==> src/rtl/fft_pkg.sv <==
// Shared FFT-chain definitions: frame error codes, default sample/exponent
// widths and the per-sample framing flags carried alongside the data path.
package fft_pkg;

  localparam int unsigned IN_W_DEF  = 16;
  localparam int unsigned EXP_W_DEF = 6;

  localparam logic [1:0] ERR_OK      = 2'b00;
  localparam logic [1:0] ERR_NO_SOP  = 2'b01;
  localparam logic [1:0] ERR_NO_EOP  = 2'b10;
  localparam logic [1:0] ERR_BAD_EOP = 2'b11;

  typedef struct packed {
    logic       sop;
    logic       eop;
    logic [1:0] err;
  } frame_flags_t;

endpackage

==> src/rtl/fft_bfp_shift_sat.sv <==
// Combinational block-floating-point rescale of one signed component:
// left shift with saturation, or arithmetic (floor) right shift.
module fft_bfp_shift_sat #(
  parameter int unsigned IN_W  = 16,
  parameter int unsigned OUT_W = 24,
  parameter int unsigned SH_W  = $clog2(OUT_W + 1)
) (
  input  logic [IN_W-1:0]  x,
  input  logic             shl,
  input  logic [SH_W-1:0]  amt,
  output logic [OUT_W-1:0] y_c,
  output logic             sat_c
);

  localparam int unsigned WW = IN_W + OUT_W;

  logic signed [WW-1:0]    x_ext;
  logic signed [WW-1:0]    shl_v;
  logic        [OUT_W-1:0] shr_v;
  logic        [IN_W:0]    top_bits;

  // Amount never exceeds OUT_W, so the WW-wide left shift cannot lose bits.
  always_comb begin
    x_ext    = {{OUT_W{x[IN_W-1]}}, x};
    shl_v    = x_ext <<< amt;
    shr_v    = OUT_W'(x_ext >>> amt);
    top_bits = shl_v[WW-1:OUT_W-1];
    sat_c    = shl & ~((&top_bits) | ~(|top_bits));
    y_c      = shl ? shl_v[OUT_W-1:0] : shr_v;
    if (sat_c) begin
      y_c = shl_v[WW-1] ? {1'b1, {(OUT_W-1){1'b0}}} : {1'b0, {(OUT_W-1){1'b1}}};
    end
  end

endmodule

==> src/rtl/fft_bfp_denorm.sv <==
// Post-FFT stage: rescales block-floating-point samples to a common fixed-point
// format with saturation, and checks sop/eop framing against FFT_LEN.
module fft_bfp_denorm
  import fft_pkg::*;
#(
  parameter int unsigned IN_W    = IN_W_DEF,
  parameter int unsigned OUT_W   = 24,
  parameter int unsigned EXP_W   = EXP_W_DEF,
  parameter int unsigned FFT_LEN = 1024
) (
  input  logic             clk,
  input  logic             reset,
  input  logic             sink_valid,
  output logic             sink_ready,
  input  logic [1:0]       sink_error,
  input  logic             sink_sop,
  input  logic             sink_eop,
  input  logic [IN_W-1:0]  sink_real,
  input  logic [IN_W-1:0]  sink_imag,
  input  logic [EXP_W-1:0] sink_exp,
  output logic             source_valid,
  input  logic             source_ready,
  output logic [1:0]       source_error,
  output logic             source_sop,
  output logic             source_eop,
  output logic [OUT_W-1:0] source_real,
  output logic [OUT_W-1:0] source_imag,
  output logic             source_sat
);

  localparam int unsigned CNT_W = $clog2(FFT_LEN + 1);
  localparam int unsigned SH_W  = $clog2(OUT_W + 1);
  localparam int unsigned XW    = EXP_W + 1;

  localparam logic [0:0] ST_IDLE     = 1'b0;
  localparam logic [0:0] ST_IN_FRAME = 1'b1;

  logic [0:0]       state_q, state_d;
  logic [CNT_W-1:0] cnt_q, cnt_d, cnt_inc;
  logic [EXP_W-1:0] exp_q, exp_d;

  logic             en_c;
  logic             accept_c;
  logic             fwd_c;
  frame_flags_t     flags_c;

  logic [EXP_W-1:0] exp_eff_c;
  logic [XW-1:0]    exp_ext_c;
  logic [XW-1:0]    mag_c;
  logic             shl_c;
  logic [SH_W-1:0]  amt_c;

  logic             s1_valid;
  frame_flags_t     s1_flags;
  logic [IN_W-1:0]  s1_real, s1_imag;
  logic             s1_shl;
  logic [SH_W-1:0]  s1_amt;

  logic             s2_valid;
  logic [OUT_W-1:0] re_c, im_c;
  logic             re_sat_c, im_sat_c;

  // Both stages advance together whenever the output register can move.
  assign en_c         = ~s2_valid | source_ready;
  assign sink_ready   = ~reset & en_c;
  assign accept_c     = sink_valid & sink_ready;
  assign source_valid = s2_valid;

  always_ff @(posedge clk) begin
    if (reset) begin
      state_q <= ST_IDLE;
      cnt_q   <= '0;
      exp_q   <= '0;
    end else begin
      state_q <= state_d;
      cnt_q   <= cnt_d;
      exp_q   <= exp_d;
    end
  end

  // Framing decision for the accepted beat; a sop always opens a new frame.
  always_comb begin
    state_d = state_q;
    cnt_d   = cnt_q;
    exp_d   = exp_q;
    fwd_c   = 1'b0;
    flags_c = '0;
    cnt_inc = cnt_q + CNT_W'(1);
    if (accept_c) begin
      if (sink_sop) begin
        fwd_c       = 1'b1;
        exp_d       = sink_exp;
        cnt_d       = CNT_W'(1);
        flags_c.sop = 1'b1;
        flags_c.eop = sink_eop;
        flags_c.err = ERR_OK;
        state_d     = ST_IN_FRAME;
        if (FFT_LEN == 1) begin
          flags_c.eop = 1'b1;
          state_d     = ST_IDLE;
          if (!sink_eop) flags_c.err = ERR_NO_EOP;
        end else if (sink_eop) begin
          flags_c.err = ERR_BAD_EOP;
          state_d     = ST_IDLE;
        end
        if (state_q == ST_IN_FRAME) flags_c.err = ERR_NO_EOP;
      end else if (state_q == ST_IN_FRAME) begin
        fwd_c       = 1'b1;
        cnt_d       = cnt_inc;
        flags_c.eop = sink_eop;
        flags_c.err = ERR_OK;
        if (cnt_inc == CNT_W'(FFT_LEN)) begin
          flags_c.eop = 1'b1;
          state_d     = ST_IDLE;
          if (!sink_eop) flags_c.err = ERR_NO_EOP;
        end else if (sink_eop) begin
          flags_c.err = ERR_BAD_EOP;
          state_d     = ST_IDLE;
        end
      end
      if (sink_error != ERR_OK) flags_c.err = sink_error;
    end
  end

  // The sop beat scales with its own exponent; later beats use the latched one.
  always_comb begin
    exp_eff_c = sink_sop ? sink_exp : exp_q;
    exp_ext_c = {exp_eff_c[EXP_W-1], exp_eff_c};
    mag_c     = exp_ext_c[EXP_W] ? (~exp_ext_c + XW'(1)) : exp_ext_c;
    shl_c     = exp_ext_c[EXP_W] | (exp_eff_c == '0);
    amt_c     = (32'(mag_c) > OUT_W) ? SH_W'(OUT_W) : SH_W'(mag_c);
  end

  always_ff @(posedge clk) begin
    if (reset) begin
      s1_valid <= 1'b0;
      s1_flags <= '0;
      s1_real  <= '0;
      s1_imag  <= '0;
      s1_shl   <= 1'b0;
      s1_amt   <= '0;
    end else if (en_c) begin
      s1_valid <= accept_c & fwd_c;
      if (accept_c & fwd_c) begin
        s1_flags <= flags_c;
        s1_real  <= sink_real;
        s1_imag  <= sink_imag;
        s1_shl   <= shl_c;
        s1_amt   <= amt_c;
      end
    end
  end

  fft_bfp_shift_sat #(
    .IN_W  (IN_W),
    .OUT_W (OUT_W),
    .SH_W  (SH_W)
  ) u_shift_re (
    .x     (s1_real),
    .shl   (s1_shl),
    .amt   (s1_amt),
    .y_c   (re_c),
    .sat_c (re_sat_c)
  );

  fft_bfp_shift_sat #(
    .IN_W  (IN_W),
    .OUT_W (OUT_W),
    .SH_W  (SH_W)
  ) u_shift_im (
    .x     (s1_imag),
    .shl   (s1_shl),
    .amt   (s1_amt),
    .y_c   (im_c),
    .sat_c (im_sat_c)
  );

  always_ff @(posedge clk) begin
    if (reset) begin
      s2_valid     <= 1'b0;
      source_error <= ERR_OK;
      source_sop   <= 1'b0;
      source_eop   <= 1'b0;
      source_real  <= '0;
      source_imag  <= '0;
      source_sat   <= 1'b0;
    end else if (en_c) begin
      s2_valid <= s1_valid;
      if (s1_valid) begin
        source_error <= s1_flags.err;
        source_sop   <= s1_flags.sop;
        source_eop   <= s1_flags.eop;
        source_real  <= re_c;
        source_imag  <= im_c;
        source_sat   <= re_sat_c | im_sat_c;
      end
    end
  end

endmodule

==> config.mk <==
export PLATFORM = sky130hd
export DESIGN_NAME = fft_bfp_denorm
export DESIGN_NICKNAME = d
export VERILOG_FILES = /design/src/rtl/fft_pkg.sv /design/src/rtl/fft_bfp_shift_sat.sv /design/src/rtl/fft_bfp_denorm.sv
export SDC_FILE = /design/constraint.sdc
export NUM_CORES = 1
export LEC_CHECK = 0
export CAP_MARGIN = 20
export CORE_UTILIZATION = 30
export DETAILED_ROUTE_END_ITERATION = 12
export HOLD_SLACK_MARGIN = 0.12
export SETUP_SLACK_MARGIN = 0.5
export SLEW_MARGIN = 15
export SYNTH_ARGS = -nofsm -noshare
export SYNTH_HDL_FRONTEND = slang
export SYNTH_SLANG_ARGS = --single-unit
==> constraint.sdc <==
create_clock -name clk -period 3.35 [get_ports clk]
set_input_delay 0.67 -clock clk [delete_from_list [all_inputs] [get_ports clk]]
set_output_delay 0.67 -clock clk [all_outputs]
set_load 0.01 [all_outputs]
==> flow_metrics.tcl <==
set metrics [dict create \
    syn_inst 1345 \
    synth-compound-area-share_pct 28.0 \
    synth_top_cell_area_share_pct 23.3 \
    dieArea_sq_um 33700 \
    avgSynthCellArea_sq_um 7.36 \
    critPathMaxStageDelay_ns 0.57 \
    power.density_nw_per_um2 314 \
    layout_commonest_cell "buf_4" \
    clk_pin_slew_worst_paths_ns 0.05 \
    synthDistinctLibCells 80 \
    min_path_cells 2 \
    p_leak_nw 5.10 \
    syn-num-nets 1395 \
    cp-start-kind "flop" \
    fill_cells 3355 \
    fin_crit_sh_pct 98.5 \
    synthAdderAreaFrac_pct 0.607 \
    antenna_found_initial 0 \
    grt.total_usage_pct 26.9 \
    cts_tree "done" \
    dp_cells 1938 \
    rrSetupSlack_ns 0.05 \
    setup_viol 0 \
    drt-total-wl_mm 45.3 \
    fp.dieH_um 184 \
    r2r-start "s1_amt[1]" \
    crit_path_cell_trace "mux4_2 -> a222oi_1 -> a41oi_1 -> a311o_1 -> a2111oi_4 -> nand4_1 -> buf_6 -> a31o_4 -> buf_12 -> nor3_4 -> nor3_2" \
    ios 101 \
    area_growth_pct 43.0 \
    cts_made_buffers 17 \
    nets 1607 \
    min_from "source_real[11]" \
    core_area_sq_um 32500 \
    insertion_delay_ns 0.43 \
    layout_common_cells "buf_4, nand2_1, nor2_1" \
    yosysTopAreaCell "dfxtp_1" \
    tns_ns 0 \
    grt_pass1_vias 11252 \
    required_ns 3.66 \
    finalPower_mw 4.45 \
    routed_via_density 5.83 \
    timing.final.crit_period_ns 3.30 \
    ir_drop_mv 0.332 \
    muxShareOfSynthArea_pct 18.8 \
    syn_area_sq_um 9900 \
    synth_edf_count 0 \
    cts-root-buf "clkbuf_16" \
    numPortBuffers 100 \
    hold_end "source_real[11]" \
    fin_skew_ns 0.00868 \
    ys_async_sr_fraction_pct 0 \
    slew_headroom_pct 50.0 \
    wl_per_cell_um 22.5 \
    hold_class "reg2reg" \
    hold_buffers 0 \
    vias 11729 \
    drtIter0Drc 1252 \
    hpwlAfterDp_mm 33.7 \
    place_congestion 1.02 \
    synth_xor_area_share_pct 0.0885 \
    cp.arrival_ns 3.61 \
    post-route-util_pct 43.5 \
    worstPathMaxFanout 6 \
    cp_slowest_cell "mux4_2" \
    yosys_warnings 0 \
    drv_cap 0 \
    hold_viol 0 \
    clockBufferDepth 2 \
    fin_cells 2011 \
    rsz0062_at_grt "yes" \
    die_x_um 184 \
    grt_pass1_wl_mm 69.0 \
    clock.fmax_ghz 0.303 \
    cts_max_level 4 \
    synth_top_family_by_area "compound AO/OA/AOI/OAI gates" \
    synth.area.top_cells "dfxtp_1, nand2_1, mux4_2, mux2i_1, a21oi_1" \
    crit_path_end_kind "flop" \
    antenna_left 0 \
    r2r_end "source_real[8]" \
    ys_ff_latch 115 \
    synth_flop_cell "dfxtp_1" \
    clock_sinks 115 \
    antenna_cells 0 \
    initial_core_util_pct 30.4 \
    drive_above_1_share_pct 28.7 \
    ys_seq_area_share_pct 23.3 \
    status "finished, final reports clean" \
    overflow 0 \
    grt_max_degree 67 \
    worst_pin_slew_ns 0.747 \
    path_class "reg2reg" \
    yosys.area_share.simple_pct 22.6 \
    rows 66 \
    rr_worst_depth 11 \
    drt_first_pass_iters 5 \
    drc 0 \
    maxSlewViolCount 0 \
]
[critical path, delay by kind of cell (launching register included)]
kind                   cells  cell delay [ns]
and+or+nand+nor            3             0.40
muxes                      1             0.57
buffers and inverters      2             0.32
DFF                        1             0.36
AOI/OAI and AO/OA          5             1.54
[cells in the mapped netlist (11+ instances only)]
cell and number:
nor2b_1 16, buf_2 25, nand3_1 33, a31oi_1 13, dfxtp_1 115, nor2_1 152, nand2b_1 14, buf_1 11
o21ai_0 89, and3_1 11, o21a_1 15, clkbuf_1 98, mux2_2 42, mux2i_1 67, mux4_2 32, nand2_1 193
a211oi_1 31, a21oi_1 120, and2_1 12, a22o_1 12, o22ai_1 11, nor3_1 34, o211ai_1 11, a22oi_1 16
[logic make-up (layout without fill, tap and decap cells)]
family	Yosys count	in the layout
AOI/OAI and AO/OA	423	424
xor gates and xnor gates	1	1
adders and majority gates	5	5
buffers and inverters	156	379
DFF	115	115
muxes	141	141
and+or+nand+nor	504	504
[repair_timing]
item | CTS | global route
pin swaps | 16 | 30
resized for setup | 97 | 54
cloned | 4 | 2
buffers inserted | 25 | 10
setup endpoints to repair | 49 | 52
[power by group]
group / switching [mW] / internal, mW / total (mW)
combinational: 0.634 / 0.515 / 1.15
clock: 0.656 / 1.18 / 1.83
sequential: 0.0609 / 1.41 / 1.47
[through the flow]
| stage | area, sq um | hold WS, ns | setup slack (ns) |
|---|---|---|---|
| final | 14200 | 0.446 | 0.0490 |
| after global routing | 14200 | 0.468 | 0.00772 |
| after CTS | 13800 | 0.451 | 0.110 |
| after detailed placement | 12400 | 0.444 | -0.306 |
| after global placement | 12400 | 0.438 | -0.276 |
| after floorplan | 9970 | 0.432 | 0.322 |
[layer usage]
metal	GRT usage (%)	routed length (um)
met1	36.2	19600
met2	42.2	20200
met3	4.50	3450
met4	11.5	2070
met5	0	0
[final cells by class]
| type | count | area [sq um] | share of cell area (%) |
|---|---|---|---|
| flip-flops and latches | 115 | 2320 | 16.4 |
| well taps | 442 | 553 | 3.91 |
| clock buffers | 21 | 450 | 3.18 |
| repair buffers | 334 | 3080 | 21.8 |
| multi-input cells | 1075 | 7560 | 53.4 |
| clock inverters | 10 | 134 | 0.946 |
| inverters | 14 | 60.1 | 0.424 |
[state kept, by name, summed over array words and instances, names as in the netlist]
signal and cells:
source_imag 24, source_real 24, s1_imag 16, s1_real 16, cnt_q 11, exp_q 6
s1_amt 5, s1_flags 4, source_error 2, s1_shl 1, s1_valid 1, source_eop 1
source_sat 1, source_sop 1, source_valid 1, state_q 1
[worst max path at each step]
stage,start,endpoint,depth (start not counted)
floorplan,s1_amt[1],source_real[23],11
global placement,s1_amt[1],source_real[8],11
detailed placement,s1_amt[1],source_real[8],11
CTS,s1_amt[1],source_real[6],10
global route,s1_amt[1],source_real[7],11
finish,s1_amt[1],source_real[8],11
Power figures use the tool's default switching activity.
==> edit 1 (same settings) <==
Set the package constant `EXP_W_DEF` to 12 (it was 6).
--- a/src/rtl/fft_pkg.sv
+++ b/src/rtl/fft_pkg.sv
@@ -3,7 +3,7 @@
 package fft_pkg;
 
   localparam int unsigned IN_W_DEF  = 16;
-  localparam int unsigned EXP_W_DEF = 6;
+  localparam int unsigned EXP_W_DEF = 12;
 
   localparam logic [1:0] ERR_OK      = 2'b00;
   localparam logic [1:0] ERR_NO_SOP  = 2'b01;
Interface: changed (resized sink_exp); port bits go from 101 to 107. No check against the original RTL was run, so the function may have changed too.
==> edit 1 against the original RTL <==
Total power shrank 3.5%; final area shrank 3.9%; via count shrank 1.7%; setup slack gained 0.19 ns; routed wire length shrank 4.6%; critical endpoint is now source_imag[23]; synthesized area grew 6.3%; clock power shrank 2%; sequential cell count grew 6; largest cell class unchanged.
==> edit 1: results (changes against the original RTL) <==
** Outcome
- Result of the run: complete, no violations (unchanged).

** Setup path
- Destination of the worst register-to-register timing path :: source_imag[23] (was source_real[8])
- Path depth of the worst reg2reg path :: 10 (was 11)
- The setup slack of the most critical reg-to-reg path is 0.24 ns (was 0.05 ns).
- The standard cell with the maximum stage delay on the critical path was sky130_fd_sc_hd__mux2i_1 (was sky130_fd_sc_hd__mux4_2).
- The data arrival time of the worst path was 3.49 ns (was 3.61 ns).
- The delay of the slowest cell on the worst path is 0.44 ns (was 0.57 ns).

** Clocking
- Post-CTS clock slew at the launch and capture registers of the worst setup and hold paths :: 0.07 ns (was 0.05 ns)
- Maximum clock insertion buffer count :: 2 (unchanged)

** Synthesis
- The flip-flop cell with the highest count after synthesis was sky130_fd_sc_hd__dfxtp_1 (unchanged).
- The post-synthesis sequential area ratio is 0.230 (was 0.233).
- Main area contributors after synthesis: sky130_fd_sc_hd__dfxtp_1, sky130_fd_sc_hd__mux4_2, sky130_fd_sc_hd__mux2i_1 (was sky130_fd_sc_hd__dfxtp_1, sky130_fd_sc_hd__nand2_1, sky130_fd_sc_hd__mux4_2).
- Proportion of synthesized flip-flops having asynchronous set or reset :: 0 (unchanged)
- Number of nets in the synthesized netlist :: 1419 (was 1395)
- Most numerous cell types in the synthesized netlist :: sky130_fd_sc_hd__nand2_1, sky130_fd_sc_hd__a21oi_1, sky130_fd_sc_hd__dfxtp_1, sky130_fd_sc_hd__nor2_1, sky130_fd_sc_hd__o21ai_0 (was sky130_fd_sc_hd__nand2_1, sky130_fd_sc_hd__nor2_1, sky130_fd_sc_hd__a21oi_1, sky130_fd_sc_hd__dfxtp_1, sky130_fd_sc_hd__clkbuf_1)

** Place
- The placer's final routability congestion estimate is 1.02 (about the same).
- Number of buffers inserted by port buffering :: 106 (was 100)

** Min path
- Hold_sp :: source_error[1] (was source_real[11])
- The end point of the most critical hold path is source_error[1] (was source_real[11]).

** Global routing
- Total track usage :: 0.239 (was 0.269)
- Pin count of the biggest net entering global routing :: 66 (was 67)
- Global-route wire length before repair :: 66100 um (was 69000 um)

** Route
- Post-DR wirelength/cell :: 22.3 um (was 22.5 um)
- The routed length on met1 was 18200 um (was 19600 um).
- Count of TritonRoute iterations in the first routing pass :: 6 (was 5)
- The count of routing violations after the opening detailed-route iteration is 1281 (was 1252).
- Sum of met2 wire segment lengths after detailed routing :: 20600 um (was 20200 um)
- Met3 WL :: 2560 um (was 3450 um)

** Final layout
- The ratio of cells with drive above 1 in the final layout came to 0.215 (was 0.287).
- Nets :: 1535 (was 1607)

** Pwr
- The total leakage power came to 4.73 nW (was 5.10 nW).

** Timing
- The worst clock skew was 0.0124 ns (was 0.00868 ns).
- Worst slew slack as a fraction of its limit :: 0.389 (was 0.500)
-- edit 1: cell types whose count changed in the layout (fill, tap and decap cells not counted), sizes merged, moves of 10 or more --
| cell | change |
|---|---|
| a31oi | +14 |
| a2bb2oi | +13 |
| o21a | -10 |
| and3 | +11 |
| buf | -99 |
| mux2i | +16 |
| nor2 | -38 |
| nor3 | -10 |
-- edit 1: stage by stage --
stage	instances	hold WS, ns	utilization	cell area, um^2	TNS [ns]
2_1_floorplan	1362	0.429	-	10600	0
3_3_place_gp	1895	0.448	0.363	12500	-0.0633
3_5_place_dp	1895	0.447	0.363	12500	-0.0298
4_1_cts	1931	0.459	0.385	13300	0
5_1_grt	1943	0.477	0.394	13600	0
6_report	1943	0.455	0.394	13600	0
-- edit 1: routing by layer --
layer,vias up,global-route usage
met5,-,0
met4,0,0.102
met3,112,0.0373
met2,518,0.397
met1,5572,0.305
li1,5323,-
-- edit 1: worst max-delay path by stage --
stage	startpoint	end	slack, ns	cells past startpoint
3_3_place_gp	sink_sop	s1_amt[1]	-0.06	11
6_report	s1_amt[1]	source_imag[23]	0.24	10
4_1_cts	s1_amt[1]	source_imag[22]	0.26	11
5_1_grt	s1_amt[1]	source_imag[22]	0.12	11
3_5_place_dp	sink_sop	s1_amt[1]	-0.03	11
2_1_floorplan	s1_amt[1]	source_imag[23]	0.48	10
-- edit 1: power by group --
| part | internal, mW | switching (mW) | total, mW | leakage (nW) |
|---|---|---|---|---|
| combinational | 0.413 | 0.534 | 0.946 | 3.47 |
| clock | 1.09 | 0.703 | 1.79 | 0.270 |
| sequential | 1.49 | 0.0719 | 1.56 | 0.989 |
-- edit 1: tightest hold or removal path: stages (launching register included) --
cell and delay, ns:
sky130_fd_sc_hd__dfxtp_1 0.31, sky130_fd_sc_hd__nand2_1 0.05, sky130_fd_sc_hd__a21oi_1 0.05
-- edit 1: layout make-up --
type                    instances  area (um^2)
fillers                      3579        20900
multi-input cells            1082         7650
flip-flops and latches        121         2450
repair buffers                241         2330
well taps                     455          569
clock buffers                  19          443
clock inverters                10          105
inverters                      15         58.8
-- edit 1: timing repair --
action	in CTS	in global routing
buffers inserted	6	9
hold buffers	0	0
resized for setup	29	38
cloned	1	2
endpoints found under the setup margin	50	53
hold endpoints to repair	0	0
pin swaps	10	6
-- edit 1: logic make-up (layout without fill, tap and decap cells) --
kind of cell	count (synthesis)	after routing	share of synthesized area
AND/OR/NAND/NOR	457	457	0.198
AO/OA/AOI/OAI	453	453	0.288
multiplexers	163	163	0.205
buffers and inverters	159	285	0.0690
flip-flops	121	121	0.230
adder cells (fa/ha/maj)	5	5	0.00595
XOR/XNOR	4	4	0.00333
==> edit 2 (same settings) <==
Made on the original files. Reset style: asynchronous (`reset`), changed in 3 clocked blocks.
--- a/src/rtl/fft_bfp_denorm.sv
+++ b/src/rtl/fft_bfp_denorm.sv
@@ -66,7 +66,7 @@
   assign accept_c     = sink_valid & sink_ready;
   assign source_valid = s2_valid;
 
-  always_ff @(posedge clk) begin
+  always_ff @(posedge clk or posedge reset) begin
     if (reset) begin
       state_q <= ST_IDLE;
       cnt_q   <= '0;
@@ -131,7 +131,7 @@
     amt_c     = (32'(mag_c) > OUT_W) ? SH_W'(OUT_W) : SH_W'(mag_c);
   end
 
-  always_ff @(posedge clk) begin
+  always_ff @(posedge clk or posedge reset) begin
     if (reset) begin
       s1_valid <= 1'b0;
       s1_flags <= '0;
@@ -175,7 +175,7 @@
     .sat_c (im_sat_c)
   );
 
-  always_ff @(posedge clk) begin
+  always_ff @(posedge clk or posedge reset) begin
     if (reset) begin
       s2_valid     <= 1'b0;
       source_error <= ERR_OK;
Formal check against the unedited RTL: differs if reset is asserted again (counterexample within 4 cycles, from zero or initial values and one cycle with reset high); with reset held inactive, the same outputs for 4 cycles.
==> edit 2 against the original RTL <==
The flow now finishes with violations (setup timing); synthesized area shrank 0.23%; critical path type unchanged; die area down 0.22%; setup slack got worse by 0.085 ns; routed wire length shrank 19%; core utilization down 2.5 points; final area decreased by 5.9%; sequential cell count unchanged.
Power is left out: it rests on default switching activity, and per cell area and clock period it moved more than threefold.
==> edit 2: results (changes against the original RTL) <==
** Route
- Sum of routed wire segments on met1 :: 16700 um (was 19600 um)
- Detailed Route WL :: 36800 um (was 45300 um)
- The count of vias placed by the detailed router came to 10000 (was 11700).
- The via density per instance was 5.68 (was 5.83).

** Setup path
- The data arrival time of the worst path was 3.71 ns (was 3.61 ns).
- The cell count of the worst reg-to-reg path came to 10 (was 11).
- The critical path startpoint was s1_amt[0] (was s1_amt[1]).
- Destination of the worst register-to-register timing path :: source_imag[20] (was source_real[8])

** Global routing
- The via count of the first global-routing pass came to 9530 (was 11300).
- The pin count of the biggest net entering global routing was 59 (was 67).
- Met2 global-route usage :: 0.339 (was 0.422)
- Global-route wire length before repair :: 56700 um (was 69000 um)
- Global routing usage on met1 :: 0.309 (was 0.362)
- The aggregate global-route resource usage came to 0.219 (was 0.269).
- Grt met3 use :: 0.0333 (was 0.0450)

** Clocking
- Post-cts resize count :: 5 (was 97)
- The clock insertion delay at the later pin of the skew report is 0.45 ns (was 0.43 ns).
- Count of buffers added by post-CTS timing repair for setup :: 5 (was 25)

** Synthesis
- Synthesized instance count :: 1120 (was 1345)
- Number of nets in the synthesized netlist :: 1170 (was 1395)
- Main area contributors after synthesis :: sky130_fd_sc_hd__dfrtp_1, sky130_fd_sc_hd__mux4_2, sky130_fd_sc_hd__mux2_2 (was sky130_fd_sc_hd__dfxtp_1, sky130_fd_sc_hd__nand2_1, sky130_fd_sc_hd__mux4_2)
- The post-synthesis sequential area ratio was 0.291 (was 0.233).
- The count of different cell masters after synthesis is 76 (was 80).
- Most numerous cell types in the synthesized netlist :: sky130_fd_sc_hd__nor2_1, sky130_fd_sc_hd__dfrtp_1, sky130_fd_sc_hd__nand2_1, sky130_fd_sc_hd__o21ai_0, sky130_fd_sc_hd__a21oi_1 (was sky130_fd_sc_hd__nand2_1, sky130_fd_sc_hd__nor2_1, sky130_fd_sc_hd__a21oi_1, sky130_fd_sc_hd__dfxtp_1, sky130_fd_sc_hd__clkbuf_1)

** Timing
- Final clock skew :: 0.0189 ns (was 0.00868 ns)
- Setup slack after layout :: -0.0357 ns (was 0.0490 ns)
- Final setup fails :: 5 (was 0)
- Worst slew slack as a fraction of its limit :: 0.480 (was 0.500)

** Final layout
- Multi-input gate area :: 6680 um^2 (was 7560 um^2)
- The ratio of cells with drive above 1 in the final layout came to 0.291 (was 0.287).
- The net total in the final layout came to 1356 (was 1607).

** Min path
- The startpoint of the lowest-slack hold path is s1_flags[3] (was source_real[11]).

** Place
- Final RePlAce weighted congestion :: 0.987 (was 1.02)
- Cell total after placement :: 1700 (was 1938)
- Worst setup slack after placement :: -0.0915 ns (was -0.306 ns)
- The placed standard-cell area is 12300 um^2 (was 12400 um^2).

** Outcome
- The checks that failed: setup timing.
- Result of the run: finished, violations left (was complete, no violations).
==> edit 2: cell types whose count changed after synthesis, moves of 11 or more <==
cell and delta:
sky130_fd_sc_hd__nor2_1 -30, sky130_fd_sc_hd__nand2_1 -83, sky130_fd_sc_hd__nand3_1 -11, sky130_fd_sc_hd__mux2_2 +22, sky130_fd_sc_hd__clkbuf_1 -40, sky130_fd_sc_hd__dfxtp_1 -115, sky130_fd_sc_hd__a211oi_1 -17, sky130_fd_sc_hd__dfrtp_1 +115
sky130_fd_sc_hd__a21oi_1 -32, sky130_fd_sc_hd__nor3_1 -21
==> edit 2: critical path: stages (launching register included) <==
cell and delay, ns:
sky130_fd_sc_hd__dfrtp_4 0.50, sky130_fd_sc_hd__buf_12 0.15, sky130_fd_sc_hd__mux4_2 0.51, sky130_fd_sc_hd__a221oi_4 0.38, sky130_fd_sc_hd__mux2_4 0.24, sky130_fd_sc_hd__nand3_2 0.07, sky130_fd_sc_hd__or4_4 0.52, sky130_fd_sc_hd__a2111oi_4 0.36
sky130_fd_sc_hd__buf_12 0.19, sky130_fd_sc_hd__nor3_4 0.07, sky130_fd_sc_hd__a311o_1 0.28
==> edit 2: area by class of cell <==
| type | instances | area share |
|---|---|---|
| clock buffer | 19 | 0.0332 |
| clock inverter | 12 | 0.0100 |
| inverter | 13 | 0.00423 |
| multi-input combinational | 883 | 0.502 |
| sequential | 115 | 0.217 |
| tap | 442 | 0.0415 |
| timing repair buffer | 276 | 0.193 |
==> edit 2: cell families (layout without fill, tap and decap cells) <==
family,count (synthesis),in the layout,share of synthesized area
DFF,115,115,0.291
and+or+nand+nor,340,340,0.158
xor gates and xnor gates,1,1,0.000887
AOI/OAI and AO/OA,362,362,0.241
adders and majority gates,4,4,0.00507
muxes,176,176,0.246
buffers and inverters,122,320,0.0570
